<file path="src/rtl/adc_sar_frontend_if.sv">
// rtl/adc_sar_frontend_if.sv - controller-side bundle of the SAR ADC front end
// Controller drives power-down, channel select and the per-channel sample values.
interface adc_sar_frontend_if;
   logic       adc_pd_i;
   logic [1:0] adc_chn_sel_i;
   logic [9:0] chn0_sample_i;
   logic [9:0] chn1_sample_i;
   logic [9:0] adc_d_o;
   logic       adc_d_val_o;
   logic       illegal_sel_o;
   logic [7:0] conv_cnt_o;

   modport master (
      output adc_pd_i,
      output adc_chn_sel_i,
      output chn0_sample_i,
      output chn1_sample_i,
      input  adc_d_o,
      input  adc_d_val_o,
      input  illegal_sel_o,
      input  conv_cnt_o
   );

   modport slave (
      input  adc_pd_i,
      input  adc_chn_sel_i,
      input  chn0_sample_i,
      input  chn1_sample_i,
      output adc_d_o,
      output adc_d_val_o,
      output illegal_sel_o,
      output conv_cnt_o
   );
endinterface

</file>
<file path="src/rtl/adc_sar_frontend.sv">
// rtl/adc_sar_frontend.sv - SAR ADC front-end sequencer (power-up, conversion, result hold)
// All outputs are registered; power-down outranks every other input in every state.
module adc_sar_frontend #(
   parameter int unsigned PwrUpCycles = 3,
   parameter int unsigned ConvCycles  = 4
) (
   input logic              clk_aon_i,
   input logic              rst_aon_ni,
   adc_sar_frontend_if.slave bus
);

   typedef enum logic [2:0] {
      ST_OFF   = 3'd0,
      ST_PWRUP = 3'd1,
      ST_IDLE  = 3'd2,
      ST_CONV  = 3'd3,
      ST_DONE  = 3'd4
   } state_e;

   localparam logic [1:0] SEL_NONE = 2'b00;
   localparam logic [1:0] SEL_CH0  = 2'b01;
   localparam logic [1:0] SEL_CH1  = 2'b10;
   localparam logic [1:0] SEL_ILL  = 2'b11;

   localparam logic [3:0] PWR_LOAD  = 4'(PwrUpCycles - 1);
   localparam logic [3:0] CONV_LOAD = 4'(ConvCycles - 1);

   state_e     state_q, state_d;
   logic [3:0] cnt_q, cnt_d;
   logic [1:0] chn_q, chn_d;
   logic [9:0] smp_q, smp_d;
   logic [9:0] data_q, data_d;
   logic       val_q, val_d;
   logic       ill_q, ill_d;
   logic [7:0] conv_cnt_q, conv_cnt_d;

   logic [1:0] sel;
   logic       sel_legal;
   logic [9:0] sel_smp;

   assign sel       = bus.adc_chn_sel_i;
   assign sel_legal = (sel == SEL_CH0) || (sel == SEL_CH1);
   assign sel_smp   = (sel == SEL_CH1) ? bus.chn1_sample_i : bus.chn0_sample_i;

   always_comb begin
      state_d    = state_q;
      cnt_d      = cnt_q;
      chn_d      = chn_q;
      smp_d      = smp_q;
      val_d      = 1'b0;
      ill_d      = 1'b0;
      conv_cnt_d = conv_cnt_q;

      if (bus.adc_pd_i) begin
         state_d = ST_OFF;
         cnt_d   = 4'd0;
      end else begin
         unique case (state_q)
            ST_OFF: begin
               state_d = ST_PWRUP;
               cnt_d   = PWR_LOAD;
            end
            ST_PWRUP: begin
               if (cnt_q == 4'd0) begin
                  state_d = ST_IDLE;
               end else begin
                  cnt_d = cnt_q - 4'd1;
               end
            end
            ST_IDLE: begin
               if (sel_legal) begin
                  state_d = ST_CONV;
                  chn_d   = sel;
                  smp_d   = sel_smp;
                  cnt_d   = CONV_LOAD;
               end else if (sel == SEL_ILL) begin
                  ill_d = 1'b1;
               end
            end
            ST_CONV: begin
               if (sel == SEL_NONE) begin
                  state_d = ST_IDLE;
               end else if (sel == SEL_ILL) begin
                  state_d = ST_IDLE;
                  ill_d   = 1'b1;
               end else if (sel != chn_q) begin
                  // A different channel restarts the conversion on the new input.
                  chn_d = sel;
                  smp_d = sel_smp;
                  cnt_d = CONV_LOAD;
               end else if (cnt_q == 4'd0) begin
                  state_d    = ST_DONE;
                  conv_cnt_d = conv_cnt_q + 8'd1;
               end else begin
                  cnt_d = cnt_q - 4'd1;
               end
            end
            ST_DONE: begin
               if (sel == chn_q) begin
                  val_d = 1'b1;
               end else if (sel == SEL_NONE) begin
                  state_d = ST_IDLE;
               end else if (sel == SEL_ILL) begin
                  state_d = ST_IDLE;
                  ill_d   = 1'b1;
               end else begin
                  state_d = ST_CONV;
                  chn_d   = sel;
                  smp_d   = sel_smp;
                  cnt_d   = CONV_LOAD;
               end
            end
            default: begin
               state_d = ST_OFF;
               cnt_d   = 4'd0;
            end
         endcase
      end

      data_d = val_d ? smp_q : 10'd0;
   end

   always_ff @(posedge clk_aon_i or negedge rst_aon_ni) begin
      if (!rst_aon_ni) begin
         state_q    <= ST_OFF;
         cnt_q      <= 4'd0;
         chn_q      <= SEL_NONE;
         smp_q      <= 10'd0;
         data_q     <= 10'd0;
         val_q      <= 1'b0;
         ill_q      <= 1'b0;
         conv_cnt_q <= 8'd0;
      end else begin
         state_q    <= state_d;
         cnt_q      <= cnt_d;
         chn_q      <= chn_d;
         smp_q      <= smp_d;
         data_q     <= data_d;
         val_q      <= val_d;
         ill_q      <= ill_d;
         conv_cnt_q <= conv_cnt_d;
      end
   end

   assign bus.adc_d_o       = data_q;
   assign bus.adc_d_val_o   = val_q;
   assign bus.illegal_sel_o = ill_q;
   assign bus.conv_cnt_o    = conv_cnt_q;

endmodule

</file>
<file path="src/flat_wrapper.sv">
// flat-port wrapper written by rule: the top's interface ports become plain ports
module adc_sar_frontend_flat 
#(
   parameter int unsigned PwrUpCycles = 3,
   parameter int unsigned ConvCycles  = 4
)
  (clk_aon_i, rst_aon_ni, bus_adc_pd_i, bus_adc_chn_sel_i, bus_chn0_sample_i, bus_chn1_sample_i, bus_adc_d_o, bus_adc_d_val_o, bus_illegal_sel_o, bus_conv_cnt_o);
  adc_sar_frontend_if bus_i ();
  input logic clk_aon_i;
  input logic rst_aon_ni;
  input wire logic [$bits(bus_i.adc_pd_i)-1:0] bus_adc_pd_i;
  input wire logic [$bits(bus_i.adc_chn_sel_i)-1:0] bus_adc_chn_sel_i;
  input wire logic [$bits(bus_i.chn0_sample_i)-1:0] bus_chn0_sample_i;
  input wire logic [$bits(bus_i.chn1_sample_i)-1:0] bus_chn1_sample_i;
  output wire logic [$bits(bus_i.adc_d_o)-1:0] bus_adc_d_o;
  output wire logic [$bits(bus_i.adc_d_val_o)-1:0] bus_adc_d_val_o;
  output wire logic [$bits(bus_i.illegal_sel_o)-1:0] bus_illegal_sel_o;
  output wire logic [$bits(bus_i.conv_cnt_o)-1:0] bus_conv_cnt_o;
  assign bus_i.adc_pd_i = bus_adc_pd_i;
  assign bus_i.adc_chn_sel_i = bus_adc_chn_sel_i;
  assign bus_i.chn0_sample_i = bus_chn0_sample_i;
  assign bus_i.chn1_sample_i = bus_chn1_sample_i;
  assign bus_adc_d_o = bus_i.adc_d_o;
  assign bus_adc_d_val_o = bus_i.adc_d_val_o;
  assign bus_illegal_sel_o = bus_i.illegal_sel_o;
  assign bus_conv_cnt_o = bus_i.conv_cnt_o;
  adc_sar_frontend #(.PwrUpCycles(PwrUpCycles), .ConvCycles(ConvCycles)) u_core (.clk_aon_i(clk_aon_i), .rst_aon_ni(rst_aon_ni), .bus(bus_i));
endmodule
</file>
<file path="config.mk">
export PLATFORM = sky130hd
export DESIGN_NAME = adc_sar_frontend_flat
export DESIGN_NICKNAME = d
export VERILOG_FILES = /design/src/rtl/adc_sar_frontend_if.sv /design/src/rtl/adc_sar_frontend.sv /design/src/flat_wrapper.sv
export SDC_FILE = /design/constraint.sdc
export NUM_CORES = 1
export LEC_CHECK = 0
export CAP_MARGIN = 20
export CORE_ASPECT_RATIO = 1.2
export CORE_MARGIN = 8
export CORE_UTILIZATION = 45
export DETAILED_ROUTE_END_ITERATION = 10
export PLACE_DENSITY = 0.73
export SYNTH_ARGS = -nofsm -noshare
export SYNTH_HDL_FRONTEND = slang
export SYNTH_SLANG_ARGS = --single-unit
</file>
<file path="constraint.sdc">
create_clock -name clk_aon_i -period 5.9 [get_ports clk_aon_i]
set_input_delay 0.59 -clock clk_aon_i [delete_from_list [all_inputs] [get_ports clk_aon_i]]
set_output_delay 0.59 -clock clk_aon_i [all_outputs]
set_load 0.03 [all_outputs]
</file>
==> impl_results.html <==
<table>
<tr><th>Metric</th><th>Value</th></tr>
<tr><th colspan="2">Status</th></tr>
<tr><td>Outcome</td><td>finished, final reports clean</td></tr>
<tr><th colspan="2">CTS</th></tr>
<tr><td>Clock tree from TritonCTS</td><td>built</td></tr>
<tr><td>Number of buffers added to fix hold violations after cts</td><td>0</td></tr>
<tr><td>Worst-skew pair later-pin latency</td><td>290 ps</td></tr>
<tr><td>Maximum buffer depth of the clock tree</td><td>2</td></tr>
<tr><td>Clock slew at the register clock pins of the worst setup and hold paths</td><td>80 ps</td></tr>
<tr><td>Number of gates given a new drive strength after cts</td><td>0</td></tr>
<tr><td>Master cell of the clock root buffer</td><td>clkbuf_8</td></tr>
<tr><td>Sink Count</td><td>39</td></tr>
<tr><td>Post-CTS setup buffers</td><td>0</td></tr>
<tr><td>H-tree depth</td><td>2</td></tr>
<tr><td>Clock buffer count from CTS</td><td>5</td></tr>
<tr><th colspan="2">Timing</th></tr>
<tr><td>Number of pins exceeding their max-slew limit in the final report</td><td>0</td></tr>
<tr><td>Final hold slack</td><td>400.1 ps</td></tr>
<tr><td>Fmax</td><td>382.7 MHz</td></tr>
<tr><td>Setup Total Neg Slack</td><td>0 ps</td></tr>
<tr><td>Shortest clock period the worst path allows after layout</td><td>2613 ps</td></tr>
<tr><td>Worst Max-Slew Pin Slew</td><td>1020 ps</td></tr>
<tr><td>Count of final setup violators</td><td>0</td></tr>
<tr><td>Final critical-path share of the clock period</td><td>0.4429</td></tr>
<tr><td>Unrepaired setup endpoints after global routing</td><td>false</td></tr>
<tr><td>Final worst clock skew</td><td>8.596 ps</td></tr>
<tr><td>Slew headroom</td><td>0.3193</td></tr>
<tr><td>Final Hold Vio Count</td><td>0</td></tr>
<tr><th colspan="2">Global route</th></tr>
<tr><td>Antenna violations before repair</td><td>0</td></tr>
<tr><td>Vias in the first global route</td><td>1469</td></tr>
<tr><td>Pin count of the biggest net entering global routing</td><td>40</td></tr>
<tr><td>Wire length of the first global-routing pass</td><td>6630 µm</td></tr>
<tr><td>Global route overflow</td><td>0</td></tr>
<tr><td>Global-route usage over all layers</td><td>0.1202</td></tr>
<tr><th colspan="2">Floorplan</th></tr>
<tr><td>Number of top-level design ports</td><td>45</td></tr>
<tr><td>Number of rows in the core area</td><td>26</td></tr>
<tr><td>Die boundary width</td><td>76.28 µm</td></tr>
<tr><td>Starting density of the core</td><td>0.4639</td></tr>
<tr><td>Chip Height</td><td>88.33 µm</td></tr>
<tr><td>CORE AREA</td><td>4229 µm²</td></tr>
<tr><td>Die Footprint</td><td>6737 µm²</td></tr>
<tr><th colspan="2">Power</th></tr>
<tr><td>Leakage power of the design</td><td>1.103 nW</td></tr>
<tr><td>Total power consumption of the routed design</td><td>0.0008450 W</td></tr>
<tr><td>Peak VDD IR</td><td>0.0002177 V</td></tr>
<tr><td>P per Cell Area</td><td>335.3 nW/µm²</td></tr>
<tr><th colspan="2">Worst setup path</th></tr>
<tr><td>Family with the most delay on the worst path</td><td>compound AO/OA/AOI/OAI gates</td></tr>
<tr><td>Worst Setup Start Kind</td><td>input pin</td></tr>
<tr><td>Cell chain of the critical path</td><td>clkdlybuf4s50_1 -&gt; inv_1 -&gt; ha_1 -&gt; nand2b_1 -&gt; nor2_1 -&gt; o21bai_2 -&gt; nand2_1 -&gt; o21ai_2</td></tr>
<tr><td>Start-to-end type of the worst setup path</td><td>input pin to flip-flop</td></tr>
<tr><td>Crit path buf inv count</td><td>2</td></tr>
<tr><td>Critical Path Sink Type</td><td>flip-flop</td></tr>
<tr><td>Slowest cell on the critical path</td><td>o21bai_2</td></tr>
<tr><td>Peak per-stage delay on the critical path</td><td>780 ps</td></tr>
<tr><td>Worst r2r src</td><td>u_core.state_q[1]</td></tr>
<tr><td>Crit path launch</td><td>bus_adc_chn_sel_i[0]</td></tr>
<tr><td>Max FO, Critical Path</td><td>24</td></tr>
<tr><td>Required time at the endpoint of the critical path</td><td>6120 ps</td></tr>
<tr><td>Data arrival at the endpoint of the critical path</td><td>2830 ps</td></tr>
<tr><th colspan="2">Final layout</th></tr>
<tr><td>Most common library cell in the layout ignoring fill and taps</td><td>clkdlybuf4s50_1</td></tr>
<tr><td>Antenna diode instance count</td><td>0</td></tr>
<tr><td>Commonest cells after routing, fill and taps aside</td><td>clkdlybuf4s50_1, dfrtp_1, nand2_1, and2_1, mux2i_1</td></tr>
<tr><td>Area growth from synthesis to layout</td><td>28.44%</td></tr>
<tr><td>Final-layout fill cell count</td><td>381</td></tr>
<tr><td>Net count, final</td><td>254</td></tr>
<tr><td>Share of cells above drive strength 1</td><td>0.1244</td></tr>
<tr><th colspan="2">Logic synthesis</th></tr>
<tr><td>Synth Instances</td><td>181</td></tr>
<tr><td>Library cells used by synthesis</td><td>42</td></tr>
<tr><td>Number of warnings reported in the yosys synthesis log</td><td>0</td></tr>
<tr><td>Flop and latch count out of synthesis</td><td>39</td></tr>
<tr><td>Leading post-synthesis cells by cell area</td><td>dfrtp_1, mux2i_1, nand2_1, o21ai_2, xnor2_1</td></tr>
<tr><td>Share of the synthesized area in the top cell type</td><td>0.4974</td></tr>
<tr><td>Avg Synthesized Cell Area</td><td>10.84 µm²</td></tr>
<tr><td>Sequential cell area fraction in the yosys report</td><td>0.4974</td></tr>
<tr><td>Leading area contributor after synthesis</td><td>dfrtp_1</td></tr>
<tr><td>Nets in the synthesized netlist</td><td>211</td></tr>
<tr><td>Combined area of all synthesized cells</td><td>1962 µm²</td></tr>
<tr><th colspan="2">Drt</th></tr>
<tr><td>Residual antenna-violating net count after detailed routing</td><td>0</td></tr>
<tr><td>Detailed-router iteration count before antenna repair</td><td>4</td></tr>
<tr><td>Detail-routed net length per standard cell</td><td>13.77 µm</td></tr>
<tr><td>First DRT Iteration DRCs</td><td>54</td></tr>
<tr><td>Number of vias in the routed layout</td><td>1456</td></tr>
<tr><td>Via count normalized by instance count</td><td>5.181</td></tr>
<tr><td>DRC viols</td><td>0</td></tr>
<tr><td>Final Routed Wirelength</td><td>3868 µm</td></tr>
<tr><th colspan="2">Hold path</th></tr>
<tr><td>Tightest Hold Check Type</td><td>input pin to asynchronous set/reset pin</td></tr>
<tr><th colspan="2">Placement</th></tr>
<tr><td>Port Buffer Count</td><td>44</td></tr>
<tr><td>Routability congestion estimate from global placement</td><td>0.8704</td></tr>
<tr><td>Post-DP HPWL</td><td>2862 µm</td></tr>
<tr><th colspan="2">Flow run</th></tr>
<tr><td>Max-cap violations</td><td>0</td></tr>
</table>
-- worst paths after layout --
kind | end | slack [ps] | depth (start not counted)
setup / recovery | u_core.smp_q[6] | 3290 | 8
min in group clk_aon_i | u_core.bus.conv_cnt_o[7] | 470 | 1
hold reg to reg | u_core.bus.conv_cnt_o[7] | 470 | 1
hold / removal | u_core.state_q[0] | 400 | 1
max in group asynchronous | u_core.bus.adc_d_o[4] | 4970 | 1
setup reg to reg | u_core.smp_q[6] | 3810 | 5
-- logic make-up (layout without fill, tap and decap cells) --
kind of cell,after synthesis,count (layout),synth area share
AND/OR/NAND/NOR,64,64,0.1824
adder cells (fa/ha/maj),5,5,0.03189
buffers and inverters,15,59,0.04400
flip-flops,39,39,0.4975
AO/OA/AOI/OAI,37,37,0.1397
multiplexers,12,12,0.06441
XOR/XNOR,9,9,0.04018
-- cell usage after synthesis, drive strengths merged --
cell type,instances
xnor2,8
nor3b,2
o2bb2ai,1
xor2,1
ha,5
a21oi,6
or2,4
and3,2
dfrtp,39
and3b,1
a21o,1
a211oi,2
nand3,3
nand2,20
a221oi,3
nor3,1
nor2,8
o21ai,16
or3b,2
nand2b,2
mux2,2
nand4,4
o21bai,1
o22ai,3
and2,11
nand3b,1
or3,3
o32ai,3
inv,7
clkbuf,1
a31oi,1
mux2i,10
buf,7
-- worst register-to-register path: cells and delay by family (launching register included) --
family             cells  cell delay [ps]
DFF                    1              520
AOI/OAI and AO/OA      3              740
and+or+nand+nor        2              680
-- metrics by stage --
stage	util	cell area (µm²)	std cells	setup WS (ps)
4_1_cts	0.5959	2520	281	3251
2_1_floorplan	-	1962	181	3802
3_3_place_gp	0.5692	2407	273	3051
6_report	0.5959	2520	281	3287
5_1_grt	0.5959	2520	281	3066
3_5_place_dp	0.5692	2407	273	2944
-- metal layers --
metal / global-route usage / part of all wire / up-vias
li1: - / - / 720
met1: 0.1427 / 0.45 / 683
met2: 0.1927 / 0.47 / 48
met3: 0.03659 / 0.062 / 5
met4: 0.06480 / 0.015 / 0
met5: 0 / 0 / -
-- sequential cells by signal, summed over array words and instances (netlist names) --
register and flops:
u_core.smp_q 10, u_core.cnt_q 4, u_core.state_q 3, u_core.bus.adc_d_val_o 1
u_core.bus.adc_d_o 10, u_core.bus.conv_cnt_o 8, u_core.chn_q 2, u_core.bus.illegal_sel_o 1
-- power breakdown --
| part | switching (W) | total, W | leakage (nW) | internal (W) |
|---|---|---|---|---|
| clock network | 0.0000962 | 0.000222 | 0.0581 | 0.000126 |
| registers | 0.0000454 | 0.000368 | 0.525 | 0.000323 |
| logic | 0.000140 | 0.000255 | 0.519 | 0.000115 |
| total | 0.000281 | 0.000845 | 1.10 | 0.000564 |
-- area by class of cell --
cell class	count	area (µm²)	area share
flip-flops and latches	39	975.9	0.3873
multi-input cells	127	899.6	0.3570
repair buffers	44	435.4	0.1728
well taps	56	70.07	0.02781
clock buffers	5	68.82	0.02731
clock inverters	3	43.79	0.01738
inverters	7	26.28	0.01043
Note: power is estimated with default switching activity, not from simulation.
